### config.mk
export PLATFORM = sky130hd
export DESIGN_NAME = alu_sequencer
export DESIGN_NICKNAME = d
export VERILOG_FILES = /design/src/rtl/alu_sequencer.sv
export SDC_FILE = /design/constraint.sdc
export NUM_CORES = 1
export LEC_CHECK = 0
export BUFFER_PORTS_ARGS = -buffer_cell sky130_fd_sc_hd__buf_4
export CAP_MARGIN = 5
export CORE_AREA = 2 2 72 67
export CTS_CLUSTER_DIAMETER = 80
export DETAILED_ROUTE_END_ITERATION = 12
export DIE_AREA = 0 0 74 69
export GPL_TIMING_DRIVEN = 0
export PLACE_DENSITY_LB_ADDON = 0.15
export SETUP_SLACK_MARGIN = 0.02
export SLEW_MARGIN = 20
export SYNTH_ARGS = -nofsm -noshare
export SYNTH_HDL_FRONTEND = slang
export SYNTH_SLANG_ARGS = --single-unit
### constraint.sdc
create_clock -name i_clk -period 1.6 [get_ports i_clk]
set_input_delay 0.32 -clock i_clk [delete_from_list [all_inputs] [get_ports i_clk]]
set_output_delay 0.32 -clock i_clk [all_outputs]
set_load 0.05 [all_outputs]
### src/rtl/alu_sequencer.sv
// Sequences commands from two round-robin arbitrated requesters into an ALU via
// per-register load enables. Optional ALU_SEQ_OP_REUSE_EN skips LOAD_OP on a repeated opcode.
module alu_sequencer #(
  parameter int NB_DATA = 8,
  parameter int NB_OP   = 6
) (
  input  logic                 i_clk,
  input  logic                 i_rst,
  input  logic [1:0]           i_req_valid,
  input  logic [2*NB_DATA-1:0] i_req_a,
  input  logic [2*NB_DATA-1:0] i_req_b,
  input  logic [2*NB_OP-1:0]   i_req_op,
  output logic [1:0]           o_req_ready,
  output logic [NB_DATA-1:0]   o_alu_data_a,
  output logic [NB_DATA-1:0]   o_alu_data_b,
  output logic [NB_OP-1:0]     o_alu_op,
  output logic                 o_en_A,
  output logic                 o_en_B,
  output logic                 o_en_OP,
  input  logic [NB_DATA-1:0]   i_alu_result,
  input  logic                 i_alu_zero,
  input  logic                 i_alu_overflow,
  output logic                 o_rsp_valid,
  output logic                 o_rsp_id,
  output logic [NB_DATA-1:0]   o_rsp_result,
  output logic                 o_rsp_zero,
  output logic                 o_rsp_overflow,
  input  logic                 i_rsp_ready
);

  typedef enum logic [2:0] {
    IDLE    = 3'd0,
    LOAD_A  = 3'd1,
    LOAD_B  = 3'd2,
    LOAD_OP = 3'd3,
    WAIT    = 3'd4,
    RESP    = 3'd5
  } state_t;

  state_t               state;
  state_t               state_next;
  logic [NB_DATA-1:0]   cmd_a;
  logic [NB_DATA-1:0]   cmd_b;
  logic [NB_OP-1:0]     cmd_op;
  logic                 cmd_id;
  logic                 prio;
  logic                 win_id;
  logic                 accept;
  logic                 skip_op;

  // On a tie, prio names the requester that was not granted last.
  always_comb begin
    if (i_req_valid == 2'b11) win_id = prio;
    else                      win_id = i_req_valid[1];
  end

  assign accept = (state == IDLE) && (|i_req_valid);

`ifdef ALU_SEQ_OP_REUSE_EN
  logic [NB_OP-1:0] last_op;
  logic             last_op_vld;

  always_ff @(posedge i_clk) begin
    if (i_rst) begin
      last_op     <= '0;
      last_op_vld <= 1'b0;
    end else if (state == LOAD_OP) begin
      last_op     <= cmd_op;
      last_op_vld <= 1'b1;
    end
  end

  assign skip_op = last_op_vld && (cmd_op == last_op);
`else
  assign skip_op = 1'b0;
`endif

  // NOTE: state is updated with <= so every reader in this cycle sees the old value.
  always_ff @(posedge i_clk) begin
    if (i_rst) state <= IDLE;
    else       state <= state_next;
  end

  // NOTE: state_next gets a default before the case so no latch is inferred.
  always_comb begin
    state_next = state;
    unique case (state)
      IDLE:    if (accept) state_next = LOAD_A;
      LOAD_A:  state_next = LOAD_B;
      LOAD_B:  state_next = skip_op ? WAIT : LOAD_OP;
      LOAD_OP: state_next = WAIT;
      WAIT:    state_next = RESP;
      RESP:    if (i_rsp_ready) state_next = IDLE;
      default: state_next = IDLE;
    endcase
  end

  always_ff @(posedge i_clk) begin
    if (i_rst) begin
      cmd_a          <= '0;
      cmd_b          <= '0;
      cmd_op         <= '0;
      cmd_id         <= 1'b0;
      prio           <= 1'b0;
      o_rsp_id       <= 1'b0;
      o_rsp_result   <= '0;
      o_rsp_zero     <= 1'b0;
      o_rsp_overflow <= 1'b0;
    end else begin
      if (accept) begin
        cmd_a  <= i_req_a[win_id*NB_DATA +: NB_DATA];
        cmd_b  <= i_req_b[win_id*NB_DATA +: NB_DATA];
        cmd_op <= i_req_op[win_id*NB_OP +: NB_OP];
        cmd_id <= win_id;
        prio   <= ~win_id;
      end
      if (state == WAIT) begin
        o_rsp_id       <= cmd_id;
        o_rsp_result   <= i_alu_result;
        o_rsp_zero     <= i_alu_zero;
        o_rsp_overflow <= i_alu_overflow;
      end
    end
  end

  assign o_alu_data_a = cmd_a;
  assign o_alu_data_b = cmd_b;
  assign o_alu_op     = cmd_op;

  always_comb begin
    o_req_ready = 2'b00;
    o_en_A      = 1'b0;
    o_en_B      = 1'b0;
    o_en_OP     = 1'b0;
    o_rsp_valid = 1'b0;
    unique case (state)
      IDLE:    if (accept) o_req_ready = win_id ? 2'b10 : 2'b01;
      LOAD_A:  o_en_A = 1'b1;
      LOAD_B:  o_en_B = 1'b1;
      LOAD_OP: o_en_OP = 1'b1;
      WAIT:    ;
      RESP:    o_rsp_valid = 1'b1;
      default: ;
    endcase
  end

endmodule

==> qor.tcl <==
set qor(run_status) {complete, but fails checks}
set qor(violations) {setup timing}
set qor(core_area_sq_um) 4350
set qor(drt_iter0_markers) 63
set qor(layout.cells.most_common) {buf_4}
set qor(cts_hold_repair_buffers) 0
set qor(insertedDiodeCount) 0
set qor(first_global_vias) 1550
set qor(htree_num_levels) 2
set qor(max-clock-path-buffers) 2
set qor(syn_area_sq_um) 1600
set qor(drt-total-wl_um) 4320
set qor(max_slew.worst_pin.slew_ns) 0.500
set qor(yosys_register_bits) 38
set qor(cp_data_required_time_ns) 1.81
set qor(synth_fp_nets) 229
set qor(critPathSlowestCell) {or4_4}
set qor(largest_net_degree_at_the_start_of_global_routing) 11
set qor(final-instance-count-excl-fill) 340
set qor(final.min_clock_period_ns) 1.67
set qor(synthCells) 170
set qor(worst_path_most_repeated_cell) {buf_6}
set qor(clock_insertion_delay_worst_skew_ns) 0.27
set qor(crit_path_cell_trace) {or4_4, buf_6, nor3b_4, buf_4, buf_6, a221o_1}
set qor(post_dp_cell_area_sq_um) 2430
set qor(antenna_found_initial) 0
set qor(reg2reg_setup_slack_ns) -0.07
set qor(path_clk_slew_ns) 0.07
set qor(floorplan.initialDensity_pct) 36.9
set qor(crit_type) {reg2reg}
set qor(rsz_0062_raised_after_global_routing) {yes}
set qor(place.detailed.hpwl_um) 3110
set qor(timing.final.ws_setup_ns) -0.0722
set qor(timing.hold.ws_ns) 0.267
set qor(count_of_buffer_and_inverter_cells_on_the_critical_path) 3
set qor(synthToLayoutAreaGrowth_pct) 64.6
set qor(worst_ep_arrival_time_ns) 1.89
set qor(share_of_the_core_filled_with_cells_in_the_final_layout_pct) 60.7
set qor(boundaryPins) 98
set qor(place_ws_ns) -0.160
set qor(drc_errors) 0
set qor(routed_via_density) 4.75
set qor(std_cell_rows) 23
set qor(port-buffer-count) 96
set qor(share_of_synthesized_area_occupied_by_flip_flops_and_latches_pct) 47.5
set qor(max_slew_margin_pct) 66.7
set qor(numPlacedInstances) 328
set qor(cts_root_buffer) {clkbuf_8}
set qor(power_density_normalized_to_cell_area_nw_per_um2) 1060
set qor(tritoncts) {done}
set qor(layout_fillers) 408
set qor(drv.max_cap_violation_count) 0
set qor(critical-path-top-delay-family) {simple AND/OR/NAND/NOR gates}
set qor(layout_worst_path_cycle_share_pct) 105
set qor(mostFrequentLayoutCells) {97 x buf_4, 34 x dfxtp_1, 23 x inv_1}
set qor(critical_path.startpoint_type) {register}
set qor(worstPathMaxFanout) 5
set qor(routed_wire_length_per_instance_um) 12.7
set qor(cts.sinks) 38
set qor(pins_over_their_slew_limit) 0
set qor(timing.clock.skew_ns) 0.00516
set qor(count_of_synthesis_stage_warnings_from_yosys) 0
set qor(grt_use_total_pct) 16.4
set qor(holdCritPathClass) {in2reg}
set qor(slowest_stage_delay_on_critical_path_ns) 0.53
set qor(yosys.cell_types.count) 25
set qor(hold_violations) 0
set qor(chipHeight_um) 69
set qor(grt_pass1_wl_um) 6760
set qor(cts-buffers-inserted) 5
set qor(drive_gt1_share_pct) 47.8
set qor(die_width_um) 74
set qor(power.ir.vdd_worst_v) 0.000514
set qor(detailroute.via_count) 1615
set qor(grt_remaining_overflow) 0
set qor(setup_viol_count_final) 25
set qor(detail-route-antenna-nets) 0
set qor(design.final.nets) 337
set qor(gpl.final_weighted_congestion) 0.735
set qor(firstDrtPassIters) 4
set qor(final_cell_area_sq_um) 2640
set qor(post_synth.cell_area_avg_sq_um) 9.42
set qor(p_leak_nw) 1.26
set qor(endpoint_kind) {register}
set qor(dieArea_sq_um) 5110
set qor(max_freq_mhz) 598
[stage by stage]
stage	TNS, ns	total power (W)
after floorplan	-0.290	0.00181
final	-1.20	0.00280
after CTS	-1.23	0.00281
after global placement	-4.05	0.00216
after detailed placement	-3.81	0.00216
after global routing	-2.47	0.00294
[kinds of logic (layout without fill, tap and decap cells)]
| kind of cell | count (synthesis) | after routing | share of synthesized area, % |
|---|---|---|---|
| flops | 38 | 38 | 47.5 |
| compound gates | 31 | 31 | 17.9 |
| simple gates | 51 | 51 | 17.0 |
| mux | 11 | 11 | 6.88 |
| xor+xnor | 1 | 1 | 0.547 |
| buf+inv | 38 | 146 | 10.2 |
[layout make-up]
| class | count | area (sq um) | area share, % |
|---|---|---|---|
| buffer | 15 | 124 | 4.70 |
| clock buffer | 7 | 76.3 | 2.90 |
| timing repair buffer | 101 | 777 | 29.5 |
| sequential | 38 | 766 | 29.0 |
| inverter | 23 | 86.3 | 3.27 |
| tap | 62 | 77.6 | 2.94 |
| multi-input combinational | 94 | 729 | 27.7 |
[layer usage]
metal	global-route usage [%]	part of all wire, %	up-vias
li1	-	-	816
met1	20.7	45	747
met2	27.6	49	50
met3	4.39	5.8	2
met4	3.64	0.56	0
met5	0	0	-
[timing repair]
| action | CTS | global route |
|---|---|---|
| pin swaps | 2 | 2 |
| gates cloned | 0 | 1 |
| gates resized for setup | 17 | 15 |
| setup endpoints to repair | 37 | 39 |
| buffers inserted | 2 | 2 |
[registers in the layout (all words and copies together), names as in the netlist]
signal          cells
o_rsp_overflow      1
o_alu_data_b        8
o_rsp_id            1
cmd_id              1
o_rsp_result        8
o_alu_op            6
prio                1
state               3
o_alu_data_a        8
o_rsp_zero          1
[cell usage after synthesis]
library cell  number  area share [%]
and2_0             1            0.39
buf_2              4             1.3
nor3b_1            3             1.4
mux2i_1           11             6.9
a31o_2             1            0.55
dfxtp_1           38              48
and3b_1            2             1.1
a21oi_1            3            0.94
o21a_1             2            0.94
clkbuf_1           9             2.1
or4_1              1            0.47
nor3b_4            1             1.2
buf_6              2             1.4
nand2_1            2            0.47
nor4_1             1            0.39
a221oi_1           1            0.55
nor2_1            13             3.0
inv_1             23             5.4
a21bo_2            1            0.63
nor2b_1            1            0.39
a311oi_1           1            0.55
nor3_1            25             7.8
xnor2_1            1            0.55
a221o_1           22              14
or2_2              1            0.39
[where the power goes]
| group | switching [W] | leakage, nW | internal [W] | total [W] |
|---|---|---|---|---|
| clock | 0.000287 | 0.0383 | 0.000300 | 0.000587 |
| combinational | 0.000659 | 0.913 | 0.000435 | 0.00109 |
| sequential | 0.0000652 | 0.313 | 0.00106 | 0.00112 |
[final timing paths]
path                          end  cells past startpoint          from
hold reg to reg              prio                      1          prio
hold / removal        o_alu_op[4]                      2  i_req_op[10]
setup / recovery  o_alu_data_a[3]                      6      state[2]
setup reg to reg  o_alu_data_a[3]                      6      state[2]
Note: power is estimated with default switching activity, not from simulation.
